==> src/rtl/session_scheduler_if.sv <==
// Handshake bundle between requesters, the shared resource port and the
// session scheduler. The master drives requests and beats; the slave (the
// scheduler) drives the grant and session status.
interface session_scheduler_if;
    logic [3:0] req;
    logic [3:0] last;
    logic       beat_valid;
    logic [3:0] grant;
    logic [1:0] grant_id;
    logic       session_done;
    logic       timeout_err;
    logic       busy;

    modport master (
        output req, last, beat_valid,
        input  grant, grant_id, session_done, timeout_err, busy
    );

    modport slave (
        input  req, last, beat_valid,
        output grant, grant_id, session_done, timeout_err, busy
    );
endinterface

==> src/rtl/session_scheduler.sv <==
// Session scheduler for a 4-requester shared port. A round-robin winner holds
// the grant for a whole session. The session ends on a last beat, the burst
// quota, owner withdrawal or an idle timeout. Priority then rotates past the
// finished owner, and a mandatory one-cycle gap separates consecutive sessions.
module session_scheduler #(
    parameter int MAX_BURST = 16,
    parameter int TIMEOUT   = 64
) (
    input  logic                clk,
    input  logic                rst_a,
    session_scheduler_if.slave  bus
);
    localparam int BW = $clog2(MAX_BURST) + 1;
    localparam int IW = $clog2(TIMEOUT) + 1;

    typedef enum logic [1:0] {IDLE, GRANT, DONE} state_t;

    state_t        state_q, state_d;
    logic [1:0]    ptr_q, ptr_d;
    logic [1:0]    id_q, id_d;
    logic [BW-1:0] beat_q, beat_d;
    logic [IW-1:0] idle_q, idle_d;
    logic [3:0]    grant_q, grant_d;
    logic          done_q, done_d;
    logic          terr_q, terr_d;
    logic          busy_q, busy_d;

    logic [1:0]    winner;
    logic          any_req;
    logic          end_now;

    // Round-robin pick: the first requester found scanning ptr, ptr+1, ... mod 4.
    always_comb begin
        // NOTE: every combinational output gets a default first so no path leaves it unassigned (no latch).
        winner  = ptr_q;
        any_req = 1'b0;
        for (int i = 0; i < 4; i++) begin
            if (!any_req && bus.req[ptr_q + 2'(i)]) begin
                winner  = ptr_q + 2'(i);
                any_req = 1'b1;
            end
        end
    end

    // Next-state logic: arbitration in IDLE/DONE and session tracking in GRANT.
    always_comb begin
        state_d = state_q;
        ptr_d   = ptr_q;
        id_d    = id_q;
        beat_d  = beat_q;
        idle_d  = idle_q;
        grant_d = grant_q;
        busy_d  = busy_q;
        done_d  = 1'b0;
        terr_d  = 1'b0;
        end_now = 1'b0;

        case (state_q)
            IDLE, DONE: begin
                if (any_req) begin
                    grant_d = 4'b0001 << winner;
                    id_d    = winner;
                    busy_d  = 1'b1;
                    beat_d  = '0;
                    idle_d  = '0;
                    state_d = GRANT;
                end else begin
                    state_d = IDLE;
                end
            end
            GRANT: begin
                // End conditions in priority order: last beat, quota, withdraw, timeout.
                if (bus.beat_valid) begin
                    if (bus.last[id_q] || beat_q == BW'(MAX_BURST - 1)) begin
                        end_now = 1'b1;
                    end else begin
                        beat_d = beat_q + BW'(1);
                        idle_d = '0;
                    end
                end else if (!bus.req[id_q]) begin
                    end_now = 1'b1;
                end else if (idle_q == IW'(TIMEOUT - 1)) begin
                    end_now = 1'b1;
                    terr_d  = 1'b1;
                end else begin
                    idle_d = idle_q + IW'(1);
                end

                if (end_now) begin
                    grant_d = '0;
                    busy_d  = 1'b0;
                    done_d  = 1'b1;
                    ptr_d   = id_q + 2'd1;
                    state_d = DONE;
                end
            end
            default: state_d = IDLE;
        endcase
    end

    // State and registered outputs; asynchronous reset clears everything at once.
    always_ff @(posedge clk or posedge rst_a) begin
        if (rst_a) begin
            state_q <= IDLE;
            ptr_q   <= '0;
            id_q    <= '0;
            beat_q  <= '0;
            idle_q  <= '0;
            grant_q <= '0;
            done_q  <= 1'b0;
            terr_q  <= 1'b0;
            busy_q  <= 1'b0;
        end else begin
            // NOTE: non-blocking assignments so every register samples the pre-edge values.
            state_q <= state_d;
            ptr_q   <= ptr_d;
            id_q    <= id_d;
            beat_q  <= beat_d;
            idle_q  <= idle_d;
            grant_q <= grant_d;
            done_q  <= done_d;
            terr_q  <= terr_d;
            busy_q  <= busy_d;
        end
    end

    assign bus.grant        = grant_q;
    assign bus.grant_id     = id_q;
    assign bus.session_done = done_q;
    assign bus.timeout_err  = terr_q;
    assign bus.busy         = busy_q;
endmodule

==> src/flat_wrapper.sv <==
// flat-port wrapper written by rule: the top's interface ports become plain ports
module session_scheduler_flat 
#(
    parameter int MAX_BURST = 16,
    parameter int TIMEOUT   = 64
)
  (clk, rst_a, bus_req, bus_last, bus_beat_valid, bus_grant, bus_grant_id, bus_session_done, bus_timeout_err, bus_busy);
  session_scheduler_if bus_i ();
  input  logic clk;
  input  logic rst_a;
  input wire logic [$bits(bus_i.req)-1:0] bus_req;
  input wire logic [$bits(bus_i.last)-1:0] bus_last;
  input wire logic [$bits(bus_i.beat_valid)-1:0] bus_beat_valid;
  output wire logic [$bits(bus_i.grant)-1:0] bus_grant;
  output wire logic [$bits(bus_i.grant_id)-1:0] bus_grant_id;
  output wire logic [$bits(bus_i.session_done)-1:0] bus_session_done;
  output wire logic [$bits(bus_i.timeout_err)-1:0] bus_timeout_err;
  output wire logic [$bits(bus_i.busy)-1:0] bus_busy;
  assign bus_i.req = bus_req;
  assign bus_i.last = bus_last;
  assign bus_i.beat_valid = bus_beat_valid;
  assign bus_grant = bus_i.grant;
  assign bus_grant_id = bus_i.grant_id;
  assign bus_session_done = bus_i.session_done;
  assign bus_timeout_err = bus_i.timeout_err;
  assign bus_busy = bus_i.busy;
  session_scheduler #(.MAX_BURST(MAX_BURST), .TIMEOUT(TIMEOUT)) u_core (.clk(clk), .rst_a(rst_a), .bus(bus_i));
endmodule
==> config.mk <==
export PLATFORM = sky130hd
export DESIGN_NAME = session_scheduler_flat
export DESIGN_NICKNAME = d
export VERILOG_FILES = /design/src/rtl/session_scheduler_if.sv /design/src/rtl/session_scheduler.sv /design/src/flat_wrapper.sv
export SDC_FILE = /design/constraint.sdc
export NUM_CORES = 1
export LEC_CHECK = 0
export BUFFER_PORTS_ARGS = -buffer_cell sky130_fd_sc_hd__buf_2
export CORE_AREA = 2 2 53 67
export DETAILED_ROUTE_END_ITERATION = 8
export DIE_AREA = 0 0 55 69
export SLEW_MARGIN = 15
export SYNTH_ARGS = -nofsm -noshare
export SYNTH_HDL_FRONTEND = slang
export SYNTH_SLANG_ARGS = --single-unit
export TNS_END_PERCENT = 30
==> constraint.sdc <==
create_clock -name clk -period 4.1 [get_ports clk]
set_input_delay 0.205 -clock clk [delete_from_list [all_inputs] [get_ports clk]]
set_output_delay 0.205 -clock clk [all_outputs]
set_load 0.01 [all_outputs]
# After elaboration in Yosys (flattened, before gate mapping)
# Index checks and enable logic that the tools add are counted.
# totals
regBits	25
in_bits	11
output_inout_bits	9
wordCells	95
# op_classes
add_sub_neg	6
order_cmp	5
n_eq_ne	11
n_shift	1
muxes	48
n_reduce_logical	15
# op_table
op	n
$mux W7	5
$mux W1	23
$lt A2 B3 Y1 const B	5
$mux W5	3
$pmux W7 S2	1
$bmux W1 S2	6
$pmux W5 S2	1
$mux W2	4
$mux W4	2
$pmux W4 S2	1
$add A7 B1 Y7 const B	1
$eq A7 B6 Y1 const B	1
$ne A3 B3 Y1 const B	2
$add A5 B1 Y5 const B	1
$eq A5 B4 Y1 const B	1
$reduce_and A5 Y1	1
$add A2 B1 Y2 const B	2
$add A2 B2 Y2 const B	2
$ne A2 B1 Y1 const B	2
$ne A2 B2 Y1 const B	2
$pmux W2 S2	1
$reduce_and A2 Y1	2
$reduce_and A4 Y1	1
$shl A1 B2 Y4 const A	1
11 further kinds	15

# Depth between registers and ports, before layout
# Gate-level depths: netlist of the first run.
# logic_depth
depth_word	15
ltp_mapped	9
ltp_nobuf	9

# Least setup slack after synthesis of the first run
# No wires, ideal clock.
# synth_path
path_type	reg2reg
startpoint	register u_core.beat_q[0]
endpoint	register u_core.idle_q[5]
setup_time_ps	78
arrival_time_ps	2279
t_required_ps	4022
setup_slack_ps	1744
path_stages_with_launch	9
n_path_buf	0
synth_period_minus_slack_ps	2356
cell_sequence	dfrtp_1 ha_1 and3_1 ha_1 or3b_4 o22ai_4 a22oi_4 or4_1 a21oi_1
# synth_between
elab_chain_len	4
# synth_lines
item	line_no	source
start, declared	session_scheduler.sv:21	logic [BW-1:0] beat_q, beat_d;
start signal, assigned	session_scheduler.sv:118	beat_q <= beat_d;
$eq A5 B4 Y1	session_scheduler.sv:74	if (bus.last[id_q] || beat_q == BW'(MAX_BURST - 1)) begin
$logic_or A1 B1 Y1	session_scheduler.sv:74	
$ne A3 B3 Y1 (no source line)	--	
$reduce_and A5 Y1 (no source line)	--	
end signal, assigned	session_scheduler.sv:119	idle_q <= idle_d;
end, declared	session_scheduler.sv:22	logic [IW-1:0] idle_q, idle_d;
# No other way between the ends.
# A chain may end at the register's enable or synchronous reset.

# Final worst setup path of the first run
# Same ends and word-level chain as after synthesis.

==> results of run 1 <==
placed cells by master, fill, tap and decap left out, drive strengths merged, types with 3 or more instances in the layout:
| cell | instances |
|---|---|
| a21o | 3 |
| a21oi | 9 |
| a22oi | 3 |
| buf | 19 |
| clkbuf | 4 |
| dfrtp | 25 |
| ha | 3 |
| inv | 10 |
| mux2i | 5 |
| nand2 | 17 |
| nand2b | 5 |
| nand3 | 9 |
| nor2 | 6 |
| nor2b | 3 |
| o21ai | 7 |
| o22ai | 5 |
| or4 | 3 |
where the power goes:
group          total (uW)  switching, uW  leakage, uW  internal [uW]
Sequential            379           65.7     0.000327            314
Clock                 143           73.5    0.0000228           69.4
Combinational         432            259     0.000390            172
Total                 954            398     0.000740            555
path summary, 6_finish.rpt:
kind,from,to,cells past startpoint
min in group clk,bus_beat_valid,u_core.beat_q[2],3
worst min register to register,u_core.bus.busy,u_core.bus.busy,1
worst max-delay path,u_core.beat_q[0],u_core.idle_q[5],8
max in group asynchronous,rst_a,u_core.idle_q[1],2
worst max register to register,u_core.beat_q[0],u_core.idle_q[5],8
worst min-delay path,rst_a,u_core.beat_q[3],2
per-stage QoR:
stage	cell area, sq um	utilization, %	hold slack (ns)	cells	setup slack (ns)
final	1530	48.2	0.151	197	1.59
after global routing	1530	48.2	0.249	197	1.49
after CTS	1530	48.2	0.192	197	1.59
after detailed placement	1480	46.8	0.463	193	1.61
after global placement	1480	46.8	0.458	193	1.67
after floorplan	1370	-	0.232	142	1.74
logic make-up (layout without fill, tap and decap cells):
family	count (synthesis)	after routing	share of synthesized area (%)
flops	25	25	45.7
compound gates	37	37	20.2
xor+xnor	1	1	0.640
simple gates	54	54	20.5
fa+ha+maj	3	3	2.74
mux	7	7	5.30
buf+inv	15	33	4.94
state kept, by name (all words and copies together), names as in the netlist:
register and flops:
u_core.bus.grant_id 2, u_core.idle_q 7, u_core.bus.grant 4, u_core.state_q 2, u_core.ptr_q 2, u_core.bus.busy 1, u_core.beat_q 5, u_core.bus.timeout_err 1
u_core.bus.session_done 1
cell type report:
class                      count  area [sq um]  share of cell area, %
timing repair buffer          19          95.1                   6.23
sequential                    25           626                   41.0
clock buffer                   4          45.0                   2.95
tap                           37          46.3                   3.04
inverter                      10          37.5                   2.46
multi-input combinational    102           676                   44.3
routing by layer:
layer / share of wire, % / GRT usage, % / wire (um) / up-vias
met1: 44 / 21.1 / 1290 / 536
met3: 4.5 / 2.81 / 132 / 2
met4: 0.58 / 4.61 / 17 / 0
li1: - / - / - / 545
met2: 51 / 26.5 / 1480 / 35
met5: 0 / 0 / 0 / -
==> results.md, run 1 <==
* Status: completed
* Core footprint at 3170 sq um
* Final Critical Period at 2.51 ns
* Synth top area share at 45.7%
* Rows at 23
* Crit Path Category: register to register
* Crit. End Element: register
* Cts repair resizes at 0
* Final Hold Viols at 0
* WL/cell at 14.8 um
* # IOs at 20
* Layout area overhead at 11.4%
* Top post-synthesis cells by area: dfrtp_1 46%, nand2_1 4.7%, mux2i_1 3.7%, a21oi_1 3.3%, nand3_1 3.3%
* CP Launch Type: register
* Syn Inst Count at 142
* Number of synthesized flops with an enable pin at 0
* HP Class: input port to async pin
* Final #Nets at 175
* Mapped Nets at 156
* Asr flop ratio synth at 100%
* Initial DRC Count at 48
* Fillers at 307
* Hold_buf cts at 0
* Relative slew margins at 35.0%
* Unrepaired setup endpoints after global routing: false
* H-tree levels at 1
* Max Cap Violations at 0
* Fin Clk Skew at 0.00477 ns
* Sequential area share after synthesis at 45.7%
* Syn_area_per_cell at 9.64 sq um
* Cts bufs inserted at 3
* Warnings, synthesis at 0
* Total GRT Usage at 16.1%
* Primary FF master, synth: dfrtp_1
* Drt pass-1 iters at 4
* # setup viols final at 0
* Chip width at 55 um
* Yosys reg bits at 25
* LEAKAGE at 0.000740 uW
* GPL Wtd Cong at 0.821
* Unique masters post-synth at 42
* Vias per inst at 5.68
* CP Data Arrival Time at 2.70 ns
* Initial core utilization at 43.2%
* Largest net degree at the start of global routing at 26
* Count leader, synth: dfrtp_1
* Residual DRC count at 0
* ANT cells at 0
* Vias in the first global route at 1,079
* Vias post-DR at 1,118
* Worst EP required at 4.29 ns
* CTS root buf: clkbuf_8
* CP max FO at 9
* Worst-Skew Late Latency at 0.26 ns
* Pwr dens at 625 nW/um^2
* CTS sink cnt at 25
* Antenna viol nets, final at 0
* Fin. max-slew vios at 0
* Share of cells above drive strength 1 at 20.0%
* Buf+Inv Stages, Crit Path at 0
* Sequence of cells on the critical path: ha_1, and3_1, ha_1, or3b_4, o22ai_4, a22oi_4, or4_1, a21oi_1
* Mapped cell area at 1370 sq um
* Critical path's slowest cell: or4_1
* Grt total ovfl at 0
* CTS clk-pin slew, worst paths at 0.08 ns
* Yosys top cell by area: dfrtp_1
* Die H at 69 um
* Total Negative Setup Slacks at 0 ns
* WL final at 2.91 mm
* Port buffer count at 19
* First-pass GRT wire length at 4.64 mm
* Post-detail-place hpwl at 2.17 mm
* Crit path max-delay family: simple AND/OR/NAND/NOR gates
* R2R Setup Slk at 1.59 ns
* Maximum clock frequency at 398 MHz
* Top cells by count, synth: 25 x dfrtp_1, 17 x nand2_1, 9 x a21oi_1, 9 x inv_1, 9 x nand3_1
* Antenna violations before repair at 0
* Tot Pwr at 954 uW
* Period utilization at 61.2%
* CTS max path bufs at 2
* CTS tree: done
* Die area at 3800 sq um
* CP max stage delay at 0.52 ns
* Worst Tran Pin Value at 0.974 ns
* Post-CTS setup buffers at 0
* Crit-path most repeated cell: ha_1
* Peak VDD IR at 0.302 mV
Note: power is estimated with default switching activity, not from simulation.
==> inputs of run 2 (changes only) <==
==> constraint.sdc (replaced) <==
create_clock -name clk -period 2.5 [get_ports clk]
set_input_delay 0.125 -clock clk [delete_from_list [all_inputs] [get_ports clk]]
set_output_delay 0.125 -clock clk [all_outputs]
set_load 0.01 [all_outputs]
==> run 2 against run 1 <==
- die area did not move
- routed wire length fell by 0.38%
- global-route usage up 1.2 points
- largest cell class unchanged
- clock power is 70% higher
- via count is 0.27% lower
- first-iteration DRC count fell by 38%
- final cell count rose by 2.5%
- critical path depth did not move
- core utilization rose by 1.3 points
- highest routed layer unchanged
- fmax is 4.7% higher
- non-clock buffer count rose by 5
- combinational power is 76% higher
==> results.md, run 2 (same netlist as run 1, synthesis figures left out) <==
* Status: completed (unchanged)
* Total Negative Setup Slacks at 0 ns (unchanged)
* ANT cells at 0 (unchanged)
* Relative slew margins at 37.2% (was 35.0%)
* Maximum clock frequency at 417 MHz (was 398 MHz)
* CP max FO at 5 (was 9)
* Worst Hold Slack at 0.0518 ns (was 0.151 ns)
* Most flops, register: u_core.idle_q (unchanged)
* GPL Wtd Cong at 0.766 (was 0.821)
* Critical path's slowest cell: or4_1 (unchanged)
* Initial core utilization at 43.2% (unchanged)
* Unrepaired setup endpoints after global routing: false (unchanged)
* Crit. End Element: register (unchanged)
* Hold_buf cts at 0 (unchanged)
* Final Hold Viols at 0 (unchanged)
* Period utilization at 95.9% (was 61.2%)
* Crit Path Category: register to register (unchanged)
* Tot Pwr at 1630 uW (was 954 uW)
* CTS clk-pin slew, worst paths at 0.09 ns (was 0.08 ns)
* Max reg flops at 7 (unchanged)
* WL/cell at 14.4 um (was 14.8 um)
* Fin. max-slew vios at 0 (unchanged)
* Drt pass-1 iters at 4 (unchanged)
* HP Class: input port to async pin (unchanged)
* Rows at 23 (unchanged)
* Layout area overhead at 14.4% (was 11.4%)
* CP Data Arrival Time at 2.59 ns (was 2.70 ns)
* Antenna violations before repair at 0 (unchanged)
* Initial DRC Count at 30 (was 48)
* Antenna viol nets, final at 0 (unchanged)
* Crit path max-delay family: simple AND/OR/NAND/NOR gates (unchanged)
* Sequence of cells on the critical path: ha_2, and3_1, ha_1, or3b_4, o22ai_4, a22oi_4, or4_1, a21oi_1 (was ha_1, and3_1, ha_1, or3b_4, o22ai_4, a22oi_4, or4_1, a21oi_1)
* Total GRT Usage at 17.4% (was 16.1%)
* LEAKAGE at 0.000765 uW (was 0.000740 uW)
* Residual DRC count at 0 (unchanged)
* Fillers at 307 (unchanged)
* CP Launch Type: register (unchanged)
* CP max stage delay at 0.50 ns (was 0.52 ns)
* CTS root buf: clkbuf_8 (unchanged)
* Largest net degree at the start of global routing at 26 (unchanged)
* Port buffer count at 19 (unchanged)
* CTS max path bufs at 2 (unchanged)
* Die H at 69 um (unchanged)
* Pwr dens at 1040 nW/um^2 (was 625 nW/um^2)
* Worst-Skew Late Latency at 0.27 ns (was 0.26 ns)
* Buf+Inv Stages, Crit Path at 0 (unchanged)
* WL final at 2.90 mm (was 2.91 mm)
* H-tree levels at 1 (unchanged)
* Max Cap Violations at 0 (unchanged)
* # IOs at 20 (unchanged)
* Vias post-DR at 1,115 (was 1,118)
* # setup viols final at 0 (unchanged)
* Most frequent cells in the layout: 25 x dfrtp_1, 19 x buf_2, 17 x nand2_1 (unchanged)
* Vias in the first global route at 1,082 (was 1,079)
* Worst EP required at 2.70 ns (was 4.29 ns)
* First-pass GRT wire length at 4.91 mm (was 4.64 mm)
* Commonest non-fill, non-tap cell in the layout: dfrtp_1 (unchanged)
* Cts bufs inserted at 3 (unchanged)
* Chip width at 55 um (unchanged)
* Share of cells above drive strength 1 at 23.6% (was 20.0%)
* Grt total ovfl at 0 (unchanged)
* Final #Nets at 180 (was 175)
* CTS sink cnt at 25 (unchanged)
* Final Critical Period at 2.40 ns (was 2.51 ns)
* Die area at 3800 sq um (unchanged)
* Post-detail-place hpwl at 2.18 mm (was 2.17 mm)
* Fin Clk Skew at 0.00457 ns (was 0.00477 ns)
* Vias per inst at 5.52 (was 5.68)
* Worst Tran Pin Value at 0.941 ns (was 0.974 ns)
* CTS tree: done (unchanged)
* Peak VDD IR at 0.575 mV (was 0.302 mV)
* Core footprint at 3170 sq um (unchanged)
## run 2: cell types whose count changed in the layout (fill, tap and decap cells not counted)
cell      before  now
clkinv_2       0    1
ha_1           3    2
ha_2           0    1
clkbuf_1       1    0
buf_4          0    5
## run 2: per-layer routing
metal / vias up / wire length [um] / global-route usage (%)
met4: 0 / 38 / 5.69
met2: 23 / 1500 / 28.8
met1: 533 / 1250 / 22.7
met5: - / 0 / 0
li1: 555 / - / -
met3: 4 / 112 / 1.95
## run 2: repair_timing
action / in CTS / in global routing
resized for setup: 0 / 1
setup buffers: 0 / 2
endpoints found under the setup margin: 0 / 2
endpoints found under the hold margin: 0 / 0
## run 2: final timing paths
check | startpoint | endpoint | slack (ns) | cells past startpoint
setup / recovery | u_core.beat_q[0] | u_core.idle_q[5] | 0.10 | 8
min in group clk | bus_beat_valid | u_core.beat_q[2] | 0.20 | 3
setup reg to reg | u_core.beat_q[0] | u_core.idle_q[5] | 0.10 | 8
hold reg to reg | u_core.bus.busy | u_core.bus.busy | 0.49 | 1
max in group asynchronous | rst_a | u_core.state_q[1] | 1.87 | 2
hold / removal | rst_a | u_core.bus.grant[0] | 0.05 | 2
## run 2: layout make-up
cell class	instances	area, sq um	share of cell area [%]
multi-input combinational	102	678	43.3
sequential	25	626	39.9
timing repair buffer	24	133	8.47
tap	37	46.3	2.96
clock buffer	3	41.3	2.64
inverter	10	37.5	2.40
clock inverter	1	5.00	0.319
## run 2: per-stage QoR
| step | instances | area (sq um) | setup slack [ns] | utilization (%) |
|---|---|---|---|---|
| floorplan | 142 | 1370 | 0.144 | - |
| global placement | 196 | 1500 | 0.130 | 47.5 |
| detailed placement | 196 | 1500 | 0.0643 | 47.5 |
| CTS | 200 | 1550 | 0.0427 | 48.9 |
| global route | 202 | 1570 | 0.00759 | 49.5 |
| finish | 202 | 1570 | 0.103 | 49.5 |
## run 2: worst register-to-register path: cells and delay by family (launching register included)
kind,cells,cell delay (ns)
DFF,1,0.42
AOI/OAI and AO/OA,3,0.45
and+or+nand+nor,3,1.06
adders and majority gates,2,0.39
## run 2: report_power, final
part | switching [uW] | leakage (uW) | internal (uW)
registers | 107 | 0.000327 | 514
clock network | 132 | 0.0000255 | 111
logic | 438 | 0.000413 | 324
==> inputs of run 3 (changes only) <==
--- a/config.mk
+++ b/config.mk
@@ -5,10 +5,10 @@
 export SDC_FILE = /design/constraint.sdc
 export NUM_CORES = 1
 export LEC_CHECK = 0
-export BUFFER_PORTS_ARGS = -buffer_cell sky130_fd_sc_hd__buf_2
 export CORE_AREA = 2 2 53 67
 export DETAILED_ROUTE_END_ITERATION = 8
 export DIE_AREA = 0 0 55 69
+export DONT_BUFFER_PORTS = 1
 export SLEW_MARGIN = 15
 export SYNTH_ARGS = -nofsm -noshare
 export SYNTH_HDL_FRONTEND = slang
==> run 3 against run 2 <==
- non-clock buffer count decreased by 19
- final area decreased by 6.0%
- sequential share of layout area increased by 2.5 points
- combinational power decreased by 12%
- sequential power increased by 6.0%
- register-to-register slack about the same
- worst setup slack got worse by 0.0022 ns
- clock skew increased by 0.0033 ns
- count of clock-buffer cells in the layout increased by 1
- clock power increased by 2%
- critical endpoint unchanged
- largest cell class unchanged
==> results.md, run 3 (same netlist as run 1, synthesis figures left out) <==
* Antenna viol nets, final at 0 (unchanged)
* Vias per inst at 5.91 (was 5.52)
* CTS clk-pin slew, worst paths at 0.09 ns (about the same)
* Worst Hold Slack at 0.0165 ns (was 0.0518 ns)
* Total GRT Usage at 16.6% (was 17.4%)
* Final std cell area, no fill at 1470 sq um (was 1570 sq um)
* Final core utilization at 46.5% (was 49.5%)
* Post-detail-place hpwl at 2.13 mm (was 2.18 mm)
* Pwr dens at 1070 nW/um^2 (was 1040 nW/um^2)
* Initial DRC Count at 26 (was 30)
* Grt total ovfl at 0 (unchanged)
* Fin Clk Skew at 0.00786 ns (was 0.00457 ns)
* Final #Nets at 161 (was 180)
* GPL Wtd Cong at 0.738 (was 0.766)
* Relative slew margins at 37.4% (was 37.2%)
* Drt pass-1 iters at 4 (unchanged)
* Die area at 3800 sq um (unchanged)
* Layout area overhead at 7.59% (was 14.4%)
* Vias in the first global route at 1,059 (was 1,082)
* Initial core utilization at 43.2% (unchanged)
* Antenna violations before repair at 0 (unchanged)
* R2R cell count at 8 (unchanged)
* CTS sink cnt at 25 (unchanged)
* Commonest non-fill, non-tap cell in the layout: dfrtp_1 (unchanged)
* Max reg flops at 7 (unchanged)
* Sw Ratio at 42.5% (was 41.6%)
* Core footprint at 3170 sq um (unchanged)
* # setup viols final at 0 (unchanged)
* First-pass GRT wire length at 4.57 mm (was 4.91 mm)
* ANT cells at 0 (unchanged)
* Most flops, register: u_core.idle_q (unchanged)
* Cts bufs inserted at 3 (unchanged)
* Placed Cells incl. Taps at 177 (was 196)
* Maximum clock frequency at 417 MHz (about the same)
* Clock power frac at 15.6% (was 15.0%)
* RR Startpoint: u_core.beat_q[0] (unchanged)
* Final Hold Viols at 0 (unchanged)
* Chip width at 55 um (unchanged)
* Vias post-DR at 1,082 (was 1,115)
* Internal power at 907 uW (was 950 uW)
* Status: completed (unchanged)
* Fin. max-slew vios at 0 (unchanged)
* CTS root buf: clkbuf_8 (unchanged)
* WL final at 2.99 mm (was 2.90 mm)
* Share of cells above drive strength 1 at 12.3% (was 23.6%)
* RR Endpoint: u_core.idle_q[5] (unchanged)
* Fin cells at 183 (was 202)
* LEAKAGE at 0.000678 uW (was 0.000765 uW)
* HP Class: input port to register (was input port to async pin)
* Fillers at 312 (was 307)
* Worst Tran Pin Value at 0.938 ns (was 0.941 ns)
* Crit Path Category: register to register (unchanged)
* Crit. End Element: register (unchanged)
* CP Launch Type: register (unchanged)
* WL/cell at 16.3 um (was 14.4 um)
* Hold Path Depth at 2
* Rows at 23 (unchanged)
* Residual DRC count at 0 (unchanged)
* Seq pwr share at 41.7% (was 38.2%)
* CP Data Arrival Time at 2.61 ns (was 2.59 ns)
* H-tree levels at 1 (unchanged)
* Peak VDD IR at 0.502 mV (was 0.575 mV)
* R2R Setup Slk at 0.10 ns (about the same)
* Max Cap Violations at 0 (unchanged)
* Largest net degree at the start of global routing at 26 (unchanged)
* # IOs at 20 (unchanged)
* Final Critical Period at 2.40 ns (about the same)
* Net load switching power at 671 uW (was 676 uW)
* Hold Crit Endpoint: u_core.beat_q[2]
* Dpl cell area at 1410 sq um (was 1500 sq um)
* CP max FO at 4 (was 5)
* CTS max path bufs at 2 (unchanged)
* Tot Pwr at 1580 uW (was 1630 uW)
* CTS tree: done (unchanged)
* Hold_sp: bus_beat_valid
* Die H at 69 um (unchanged)
* Period utilization at 96.0% (was 95.9%)
* Worst EP required at 2.71 ns (was 2.70 ns)
* Crit path launch: u_core.beat_q[0] (unchanged)
* Most frequent cells in the layout: 25 x dfrtp_1, 17 x nand2_1, 9 x inv_1, 9 x a21oi_1, 9 x nand3_1 (was 25 x dfrtp_1, 19 x buf_2, 17 x nand2_1)
* Comb power frac at 42.6% (was 46.8%)
* Port buffer count at 0 (was 19)
* Worst-Skew Late Latency at 0.28 ns (was 0.27 ns)
-- run 3: cell types whose count changed in the layout (fill, tap and decap cells not counted), sizes merged --
cell / delta
buf: -20
clkbuf: +1
clkinv: -1
dlygate4sd3: +1
-- run 3: timing repair --
action / CTS / global route
gates resized for setup: 0 / 1
endpoints found under the hold margin: 25 / 0
hold buffers: 1 / 0
endpoints found under the setup margin: 0 / 2
buffers inserted: 0 / 1
-- run 3: worst max path at each step --
stage / endpoint / cells after the start
CTS: u_core.idle_q[5] / 8
floorplan: u_core.idle_q[5] / 8
global placement: u_core.idle_q[5] / 8
global route: u_core.idle_q[5] / 8
finish: u_core.idle_q[5] / 8
detailed placement: u_core.idle_q[5] / 8
-- run 3: metrics by stage --
step / worst slack (ns) / setup TNS [ns]
5_1_grt: -0.00313 / -0.00313
6_report: 0.101 / 0
2_1_floorplan: 0.144 / 0
3_5_place_dp: 0.0696 / 0
3_3_place_gp: 0.135 / 0
4_1_cts: 0.0726 / 0
-- run 3: routing by layer --
layer,GRT usage [%],vias up,part of all wire [%]
li1,-,517,-
met1,18.4,524,42
met2,28.2,36,50
met3,3.03,5,5.6
met4,8.94,0,1.9
met5,0,-,0
-- run 3: power groups by stage --
stage	Clock (uW)	Combinational, uW	Sequential [uW]
after floorplan	0	540	623
after global placement	0	649	659
after detailed placement	0	655	667
after CTS	249	663	660
after global routing	271	741	680
final	247	673	658
-- run 3: layout make-up --
cell class                      instances  area [sq um]  share of cell area, %
Timing Repair Buffer                    5          40.0                   2.72
Tap cell                               37          46.3                   3.14
Sequential cell                        25           626                   42.5
Clock buffer                            4          45.0                   3.06
Inverter                               10          37.5                   2.55
Multi-Input combinational cell        102           678                   46.0
-- run 3: critical path, cell delays in order, from the launching register on --
cell and delay [ns]:
dfrtp_1 0.41, ha_2 0.21, and3_1 0.18, ha_1 0.20, or3b_4 0.38, o22ai_4 0.20, a22oi_4 0.11, or4_1 0.50
a21oi_1 0.15
